===== src/rtl/rx_ts_parser_pkg.sv =====
// rx_ts_pkg: training-sequence symbol constants, parse index encoding and decoded TS field record
package rx_ts_pkg;
  localparam logic [7:0] COM_SYM = 8'hBC;
  localparam logic [7:0] PAD_SYM = 8'hF7;
  localparam logic [7:0] TS1_ID = 8'h4A;
  localparam logic [7:0] TS2_ID = 8'h45;
  localparam int TS_LEN = 16;
  typedef logic [3:0] idx_t;
  localparam idx_t HUNT = 4'd0;
  localparam idx_t LAST_IDX = idx_t'(TS_LEN - 1);
  typedef struct packed {
    logic ts_type;
    logic [7:0] link;
    logic [7:0] lane;
    logic link_pad;
    logic lane_pad;
    logic [7:0] n_fts;
    logic [7:0] rate_id;
    logic [7:0] train_ctrl;
  } ts_fields_t;
  function automatic logic [7:0] id_of(input logic ts_type);
    return ts_type ? TS2_ID : TS1_ID;
  endfunction
endpackage


===== src/rtl/rx_ts_parser_if.sv =====
// rx_ts_parser_if: descrambler symbol stream in (master drives), decoded TS fields/pulses out (slave drives)
interface rx_ts_parser_if #(parameter int CNT_W = 4);
  logic descramblerDataValid;
  logic [31:0] descramblerData;
  logic [3:0] descramblerDataK;
  logic [5:0] PIPEWIDTH;
  logic [2:0] GEN;
  logic tsValid;
  logic tsType;
  logic [7:0] tsLinkNum;
  logic [7:0] tsLaneNum;
  logic tsLinkPad;
  logic tsLanePad;
  logic [7:0] tsNFts;
  logic [7:0] tsRateId;
  logic [7:0] tsTrainCtrl;
  logic [CNT_W-1:0] tsConsecCount;
  logic tsError;
  modport master (
    output descramblerDataValid, descramblerData, descramblerDataK, PIPEWIDTH, GEN,
    input tsValid, tsType, tsLinkNum, tsLaneNum, tsLinkPad, tsLanePad, tsNFts, tsRateId,
    tsTrainCtrl, tsConsecCount, tsError
  );
  modport slave (
    input descramblerDataValid, descramblerData, descramblerDataK, PIPEWIDTH, GEN,
    output tsValid, tsType, tsLinkNum, tsLaneNum, tsLinkPad, tsLanePad, tsNFts, tsRateId,
    tsTrainCtrl, tsConsecCount, tsError
  );
endinterface


===== src/rtl/rx_ts_parser_step.sv =====
// ts_symbol_step: one-symbol TS parse step (en, idx, fin, sym, k in; idx_nxt, fout, done, abort out)
module ts_symbol_step import rx_ts_pkg::*; #(
  parameter idx_t LAST = LAST_IDX
) (
  input logic en,
  input idx_t idx,
  input ts_fields_t fin,
  input logic [7:0] sym,
  input logic k,
  output idx_t idx_nxt,
  output ts_fields_t fout,
  output logic done,
  output logic abort
);
  logic is_com;
  logic ok;
  always_comb begin
    is_com = k && sym == COM_SYM;
    ok = (idx == 4'd1 || idx == 4'd2) ? (!k || sym == PAD_SYM) :
         (idx >= 4'd3 && idx <= 4'd5) ? !k :
         idx == 4'd6 ? !k && (sym == TS1_ID || sym == TS2_ID) :
         !k && sym == id_of(fin.ts_type);
    fout = fin;
    idx_nxt = idx;
    done = 1'b0;
    abort = 1'b0;
    if (en) begin
      if (idx == HUNT) begin
        idx_nxt = is_com ? 4'd1 : HUNT;
      end else if (!ok) begin
        abort = 1'b1;
        idx_nxt = is_com ? 4'd1 : HUNT;
      end else begin
        done = idx == LAST;
        idx_nxt = done ? HUNT : idx + 4'd1;
        case (idx)
          4'd1: begin fout.link = sym; fout.link_pad = k; end
          4'd2: begin fout.lane = sym; fout.lane_pad = k; end
          4'd3: fout.n_fts = sym;
          4'd4: fout.rate_id = sym;
          4'd5: fout.train_ctrl = sym;
          4'd6: fout.ts_type = sym == TS2_ID;
          default: ;
        endcase
      end
    end
  end
endmodule


===== src/rtl/rx_ts_parser.sv =====
// rx_ts_parser: Gen1/2 TS1/TS2 parser (clk, reset, bus: descrambler symbols in, decoded fields/count/pulses out)
module rx_ts_parser #(
  parameter int TS_LEN = 16,
  parameter int CNT_W = 4
) (
  input logic clk,
  input logic reset,
  rx_ts_parser_if.slave bus
);
  import rx_ts_pkg::*;
  idx_t idx_q, idx_1, idx_2, idx_3, idx_4;
  ts_fields_t fld_q, fld_1, fld_2, fld_3, fld_4, done_f, rec_q, out_f;
  logic [3:0] en, done, abort;
  logic act, rec_v, ts_valid, ts_error;
  logic [CNT_W-1:0] cnt_q, cnt_nxt;
  always_comb begin
    act = bus.descramblerDataValid && bus.GEN < 3'd3;
    en = !act ? 4'b0000 :
         bus.PIPEWIDTH == 6'd8 ? 4'b0001 :
         bus.PIPEWIDTH == 6'd16 ? 4'b0011 :
         bus.PIPEWIDTH == 6'd32 ? 4'b1111 : 4'b0000;
    done_f = done[0] ? fld_1 : done[1] ? fld_2 : done[2] ? fld_3 : fld_4;
    cnt_nxt = !(rec_v && rec_q == done_f) ? CNT_W'(1) : &cnt_q ? cnt_q : cnt_q + CNT_W'(1);
  end
  ts_symbol_step #(.LAST(idx_t'(TS_LEN - 1))) u_step0 (
    .en(en[0]), .idx(idx_q), .fin(fld_q), .sym(bus.descramblerData[7:0]),
    .k(bus.descramblerDataK[0]), .idx_nxt(idx_1), .fout(fld_1), .done(done[0]), .abort(abort[0])
  );
  ts_symbol_step #(.LAST(idx_t'(TS_LEN - 1))) u_step1 (
    .en(en[1]), .idx(idx_1), .fin(fld_1), .sym(bus.descramblerData[15:8]),
    .k(bus.descramblerDataK[1]), .idx_nxt(idx_2), .fout(fld_2), .done(done[1]), .abort(abort[1])
  );
  ts_symbol_step #(.LAST(idx_t'(TS_LEN - 1))) u_step2 (
    .en(en[2]), .idx(idx_2), .fin(fld_2), .sym(bus.descramblerData[23:16]),
    .k(bus.descramblerDataK[2]), .idx_nxt(idx_3), .fout(fld_3), .done(done[2]), .abort(abort[2])
  );
  ts_symbol_step #(.LAST(idx_t'(TS_LEN - 1))) u_step3 (
    .en(en[3]), .idx(idx_3), .fin(fld_3), .sym(bus.descramblerData[31:24]),
    .k(bus.descramblerDataK[3]), .idx_nxt(idx_4), .fout(fld_4), .done(done[3]), .abort(abort[3])
  );
  // An abort can only follow a completion within a cycle (a restart cannot reach the last index
  // in the remaining slots), so abort taking priority for the count/record is the in-order result.
  always_ff @(posedge clk) begin
    if (reset) begin
      idx_q <= HUNT;
      fld_q <= '0;
      rec_q <= '0;
      rec_v <= 1'b0;
      cnt_q <= '0;
      out_f <= '0;
      ts_valid <= 1'b0;
      ts_error <= 1'b0;
    end else if (bus.GEN >= 3'd3) begin
      idx_q <= HUNT;
      ts_valid <= 1'b0;
      ts_error <= 1'b0;
    end else begin
      idx_q <= idx_4;
      fld_q <= fld_4;
      ts_valid <= |done;
      ts_error <= |abort;
      if (|done) out_f <= done_f;
      if (|abort) begin
        rec_v <= 1'b0;
        cnt_q <= '0;
      end else if (|done) begin
        rec_v <= 1'b1;
        rec_q <= done_f;
        cnt_q <= cnt_nxt;
      end
    end
  end
  assign bus.tsValid = ts_valid;
  assign bus.tsError = ts_error;
  assign bus.tsType = out_f.ts_type;
  assign bus.tsLinkNum = out_f.link;
  assign bus.tsLaneNum = out_f.lane;
  assign bus.tsLinkPad = out_f.link_pad;
  assign bus.tsLanePad = out_f.lane_pad;
  assign bus.tsNFts = out_f.n_fts;
  assign bus.tsRateId = out_f.rate_id;
  assign bus.tsTrainCtrl = out_f.train_ctrl;
  assign bus.tsConsecCount = cnt_q;
endmodule


===== src/flat_wrapper.sv =====
// flat-port wrapper written by rule: the top's interface ports become plain ports
module rx_ts_parser_flat import rx_ts_pkg::*;
#(
  parameter int TS_LEN = 16,
  parameter int CNT_W = 4
)
  (clk, reset, bus_descramblerDataValid, bus_descramblerData, bus_descramblerDataK, bus_PIPEWIDTH, bus_GEN, bus_tsValid, bus_tsType, bus_tsLinkNum, bus_tsLaneNum, bus_tsLinkPad, bus_tsLanePad, bus_tsNFts, bus_tsRateId, bus_tsTrainCtrl, bus_tsConsecCount, bus_tsError);
  rx_ts_parser_if #(.CNT_W(CNT_W)) bus_i ();
  input logic clk;
  input logic reset;
  input wire logic [$bits(bus_i.descramblerDataValid)-1:0] bus_descramblerDataValid;
  input wire logic [$bits(bus_i.descramblerData)-1:0] bus_descramblerData;
  input wire logic [$bits(bus_i.descramblerDataK)-1:0] bus_descramblerDataK;
  input wire logic [$bits(bus_i.PIPEWIDTH)-1:0] bus_PIPEWIDTH;
  input wire logic [$bits(bus_i.GEN)-1:0] bus_GEN;
  output wire logic [$bits(bus_i.tsValid)-1:0] bus_tsValid;
  output wire logic [$bits(bus_i.tsType)-1:0] bus_tsType;
  output wire logic [$bits(bus_i.tsLinkNum)-1:0] bus_tsLinkNum;
  output wire logic [$bits(bus_i.tsLaneNum)-1:0] bus_tsLaneNum;
  output wire logic [$bits(bus_i.tsLinkPad)-1:0] bus_tsLinkPad;
  output wire logic [$bits(bus_i.tsLanePad)-1:0] bus_tsLanePad;
  output wire logic [$bits(bus_i.tsNFts)-1:0] bus_tsNFts;
  output wire logic [$bits(bus_i.tsRateId)-1:0] bus_tsRateId;
  output wire logic [$bits(bus_i.tsTrainCtrl)-1:0] bus_tsTrainCtrl;
  output wire logic [$bits(bus_i.tsConsecCount)-1:0] bus_tsConsecCount;
  output wire logic [$bits(bus_i.tsError)-1:0] bus_tsError;
  assign bus_i.descramblerDataValid = bus_descramblerDataValid;
  assign bus_i.descramblerData = bus_descramblerData;
  assign bus_i.descramblerDataK = bus_descramblerDataK;
  assign bus_i.PIPEWIDTH = bus_PIPEWIDTH;
  assign bus_i.GEN = bus_GEN;
  assign bus_tsValid = bus_i.tsValid;
  assign bus_tsType = bus_i.tsType;
  assign bus_tsLinkNum = bus_i.tsLinkNum;
  assign bus_tsLaneNum = bus_i.tsLaneNum;
  assign bus_tsLinkPad = bus_i.tsLinkPad;
  assign bus_tsLanePad = bus_i.tsLanePad;
  assign bus_tsNFts = bus_i.tsNFts;
  assign bus_tsRateId = bus_i.tsRateId;
  assign bus_tsTrainCtrl = bus_i.tsTrainCtrl;
  assign bus_tsConsecCount = bus_i.tsConsecCount;
  assign bus_tsError = bus_i.tsError;
  rx_ts_parser #(.TS_LEN(TS_LEN), .CNT_W(CNT_W)) u_core (.clk(clk), .reset(reset), .bus(bus_i));
endmodule

===== config.mk =====
export PLATFORM = sky130hd
export DESIGN_NAME = rx_ts_parser_flat
export DESIGN_NICKNAME = d
export VERILOG_FILES = /design/src/rtl/rx_ts_parser_pkg.sv /design/src/rtl/rx_ts_parser_if.sv /design/src/rtl/rx_ts_parser_step.sv /design/src/rtl/rx_ts_parser.sv /design/src/flat_wrapper.sv
export SDC_FILE = /design/constraint.sdc
export NUM_CORES = 1
export LEC_CHECK = 0
export ABC_AREA = 1
export CAP_MARGIN = 20
export CORE_MARGIN = 2
export CORE_UTILIZATION = 55
export DETAILED_ROUTE_END_ITERATION = 8
export DONT_BUFFER_PORTS = 1
export PLACE_DENSITY = 0.79
export SLEW_MARGIN = 20
export SYNTH_ARGS = -nofsm -noshare
export SYNTH_HDL_FRONTEND = slang
export SYNTH_SLANG_ARGS = --single-unit

===== constraint.sdc =====
create_clock -name clk -period 9.62 [get_ports clk]
set_input_delay 1.443 -clock clk [delete_from_list [all_inputs] [get_ports clk]]
set_output_delay 1.443 -clock clk [all_outputs]
set_load 0.02 [all_outputs]

==> flow_summary.ini <==
[worst_setup_path]
cp-start-kind = input port
worstReg2RegStart = u_core.idx_q[1]$_SDFF_PP0_
end_kind = flip-flop
crit_top_cell = nand2_1
worstPathArrival_ns = 9.25
path_max_fanout = 20
crit_path_top_delay_cell = and2_4
crit_start = bus_descramblerData[5]
critPathRequiredTime_ns = 9.96
crit_end = u_core.bus.tsConsecCount[2]$_SDFFE_PP0P_
r2r-end = u_core.bus.tsConsecCount[2]$_SDFFE_PP0P_
critPathKind = input port to flip-flop
worstRegToRegCells = 57
regToRegSetupSlack_ns = 1.20
critPathMaxStageDelay_ns = 0.34

[power_and_ir_drop]
power_leakage_uw = 0.005628
power_density_nw_per_um2 = 111.6
ir_worst_vdd_uv = 113.0

[sta]
fin_crit_ns = 8.913
setup_ws_ns = 0.7073
final_hold_viol_count = 0
skew_ns = 0.01458
drv_slew = 0
finalSetupTns_ns = 0
fmax_mhz = 112.2
setup_viol = 0
worstMarginPinSlew_ns = 1.056
slew_headroom_pct = 29.36
fin_crit_sh_pct = 92.65

[clock_tree]
htreeDepth = 4
cts_tree = yes
clkSinkCount = 140
path_clk_slew_ns = 0.07
clockRootBuffer = clkbuf_16
cts_buffers = 17
worstSkewPairLatency_ns = 0.44
clockBufferDepth = 2
cts_hold_buf = 0

[layout]
layout.cells.non_filler = 2065
final_util_pct = 59.58
mostFrequentLayoutCells = 486 x nand2_1, 221 x inv_1, 204 x o21ai_0
drive_above_1_share_pct = 8.116
nFillCells = 1944
seq_area_um2 = 2803
fin_area_um2 = 11560
nets = 1854
multiInputGateArea_um2 = 6817
syn_to_final_growth_pct = 6.675
final_common_cell = nand2_1

[yosys]
yosysWarnings = 0
synth_cell_types = 47
seq_area_frac_synth_pct = 25.87
async_reset_ff_share_pct = 0
synth-main-ff-cell = dfxtp_1
synth-edff-count = 0
syn_area_per_cell_um2 = 5.943
synth_seq_cells = 140
synthCells = 1823
syn_area_um2 = 10830
synth_nets = 1891

[job]
cap_violations = 0

[place]
pre_cts_slack_ns = 0.1619
dpl.cell_count = 2031
place.gp.congestion = 1.120
placed_cell_area_um2 = 10970
place_hpwl_mm = 31.36
port_buffers = 0

[die]
dieArea_um2 = 20840
rows = 51
die_width_um = 144.4
io_pins = 97
die_y_um = 144.4
start_util_pct = 55.85
core_um2 = 19400

[outcome]
status = complete, no violations

[detailed_routing]
wirelength_mm = 42.50
drt_iter0_drc = 1929
firstDrtPassIters = 9
vias = 12632
drc = 0
ant_nets = 0
post_drt_wl_per_cell_um = 20.58
vias_per_cell = 6.117

[global_routing]
antenna_found_initial = 0
grt_pass1_vias = 11073
grt_usage_pct = 40.28
grt_overflow = 0
grt_max_degree = 75
grt_pass1_wl_mm = 63.22

[hold_path]
hold_class = flip-flop to flip-flop
[layer usage]
metal,share of wire [%],routed length (µm),track usage [%],vias up
li1,-,-,-,5901
met1,40,17020,54.21,5687
met2,41,17230,57.67,871
met3,14,5926,12.81,173
met4,5.5,2321,20.08,0
met5,0,0,1.504,-
[sequential cells by signal, summed over array words and instances, names as in the netlist]
| signal | flops |
|---|---|
| u_core.bus.tsLaneNum | 8 |
| u_core.bus.tsLanePad | 1 |
| u_core.bus.tsConsecCount | 4 |
| u_core.bus.tsNFts | 8 |
| u_core.bus.tsTrainCtrl | 8 |
| u_core.bus.tsLinkNum | 8 |
| u_core.bus.tsError | 1 |
| u_core.idx_q | 4 |
| u_core.bus.tsLinkPad | 1 |
| u_core.rec_q | 43 |
| u_core.rec_v | 1 |
| u_core.bus.tsValid | 1 |
| u_core.fld_q | 43 |
| u_core.bus.tsType | 1 |
| u_core.bus.tsRateId | 8 |
[critical path: cells and delay by family]
kind / cells / cell delay [ns]
AO/OA/AOI/OAI: 2 / 0.57
adder cells (fa/ha/maj): 3 / 0.72
buffers and inverters: 4 / 0.64
AND/OR/NAND/NOR: 48 / 5.86
[final cells by class]
cell class	instances	area share (%)
multi-input cells	1370	58.98
flip-flops and latches	140	24.25
inverters	241	7.849
clock buffers	17	3.681
well taps	265	2.869
clock inverters	15	1.310
repair buffers	16	1.039
diodes	1	0.02165
[power breakdown]
group | internal, µW | leakage, µW | switching (µW)
Sequential | 579 | 0.00113 | 0.0580
Clock | 365 | 0.000280 | 302
Combinational | 7.73 | 0.00422 | 35.4
Total | 952 | 0.00563 | 337
[worst min path at each step]
| stage | to | from | cells after the start | slack, ns |
|---|---|---|---|---|
| finish | u_core.rec_v$_SDFFE_PP0P_ | u_core.rec_v$_SDFFE_PP0P_ | 2 | 0.54 |
| global route | u_core.rec_v$_SDFFE_PP0P_ | u_core.rec_v$_SDFFE_PP0P_ | 2 | 0.54 |
| CTS | u_core.rec_v$_SDFFE_PP0P_ | u_core.rec_v$_SDFFE_PP0P_ | 2 | 0.53 |
| detailed placement | u_core.rec_v$_SDFFE_PP0P_ | u_core.rec_v$_SDFFE_PP0P_ | 2 | 0.51 |
| global placement | u_core.rec_v$_SDFFE_PP0P_ | u_core.rec_v$_SDFFE_PP0P_ | 2 | 0.48 |
| floorplan | u_core.rec_v$_SDFFE_PP0P_ | u_core.rec_v$_SDFFE_PP0P_ | 2 | 0.47 |
[logic make-up after synthesis]
family	count (synthesis)	synth area share, %
fa+ha+maj	20	2.310
simple gates	920	38.61
mux	22	2.044
buf+inv	314	11.57
xor+xnor	4	0.3234
compound gates	403	19.27
flops	140	25.87
[through the flow]
stage	power [µW]	hold WS, ns
after CTS	1285	0.5324
after global routing	1311	0.5423
final	1290	0.5380
after global placement	631.7	0.4842
after detailed placement	632.2	0.5119
after floorplan	623.4	0.4680
[synth_stat cells, types with 2 or more instances]
master      n  area [µm²]
nor2_2      4       25.02
buf_4       2       15.01
nand2_2    11       68.82
nand3b_1   14       105.1
or2_2      28       175.2
nand2_1   486        1824
buf_1       3       11.26
buf_6       7       78.83
nand3_4     4       70.07
ha_1       20       250.2
clkbuf_1   59       221.5
nand3_2    11       110.1
a31oi_1     4       25.02
nor2_1    133       499.2
nand4_2     2       25.02
o21a_1      4       30.03
nor4_1      7       43.79
nor2_4      6       67.56
nand4_1    50       312.8
xor2_1      3       26.28
clkinv_1    6       22.52
mux2i_1    21       210.2
nor3_1     23       115.1
nand3_1   134       670.6
o21ai_0   205        1026
a21boi_2    2       22.52
o211ai_1    8       60.06
inv_1     221       829.6
dfxtp_1   140        2803
nand2_4     4       45.04
inv_2      13       48.80
a21oi_1   156       780.8
o21ai_1    18       90.09
[what timing repair did]
action | 4_1_cts | 5_1_grt
setup endpoints to repair | 0 | 4
hold endpoints to repair | 0 | 0
buffers inserted | 0 | 0
gates resized for setup | 0 | 2
(Power assumes the default switching activity.)
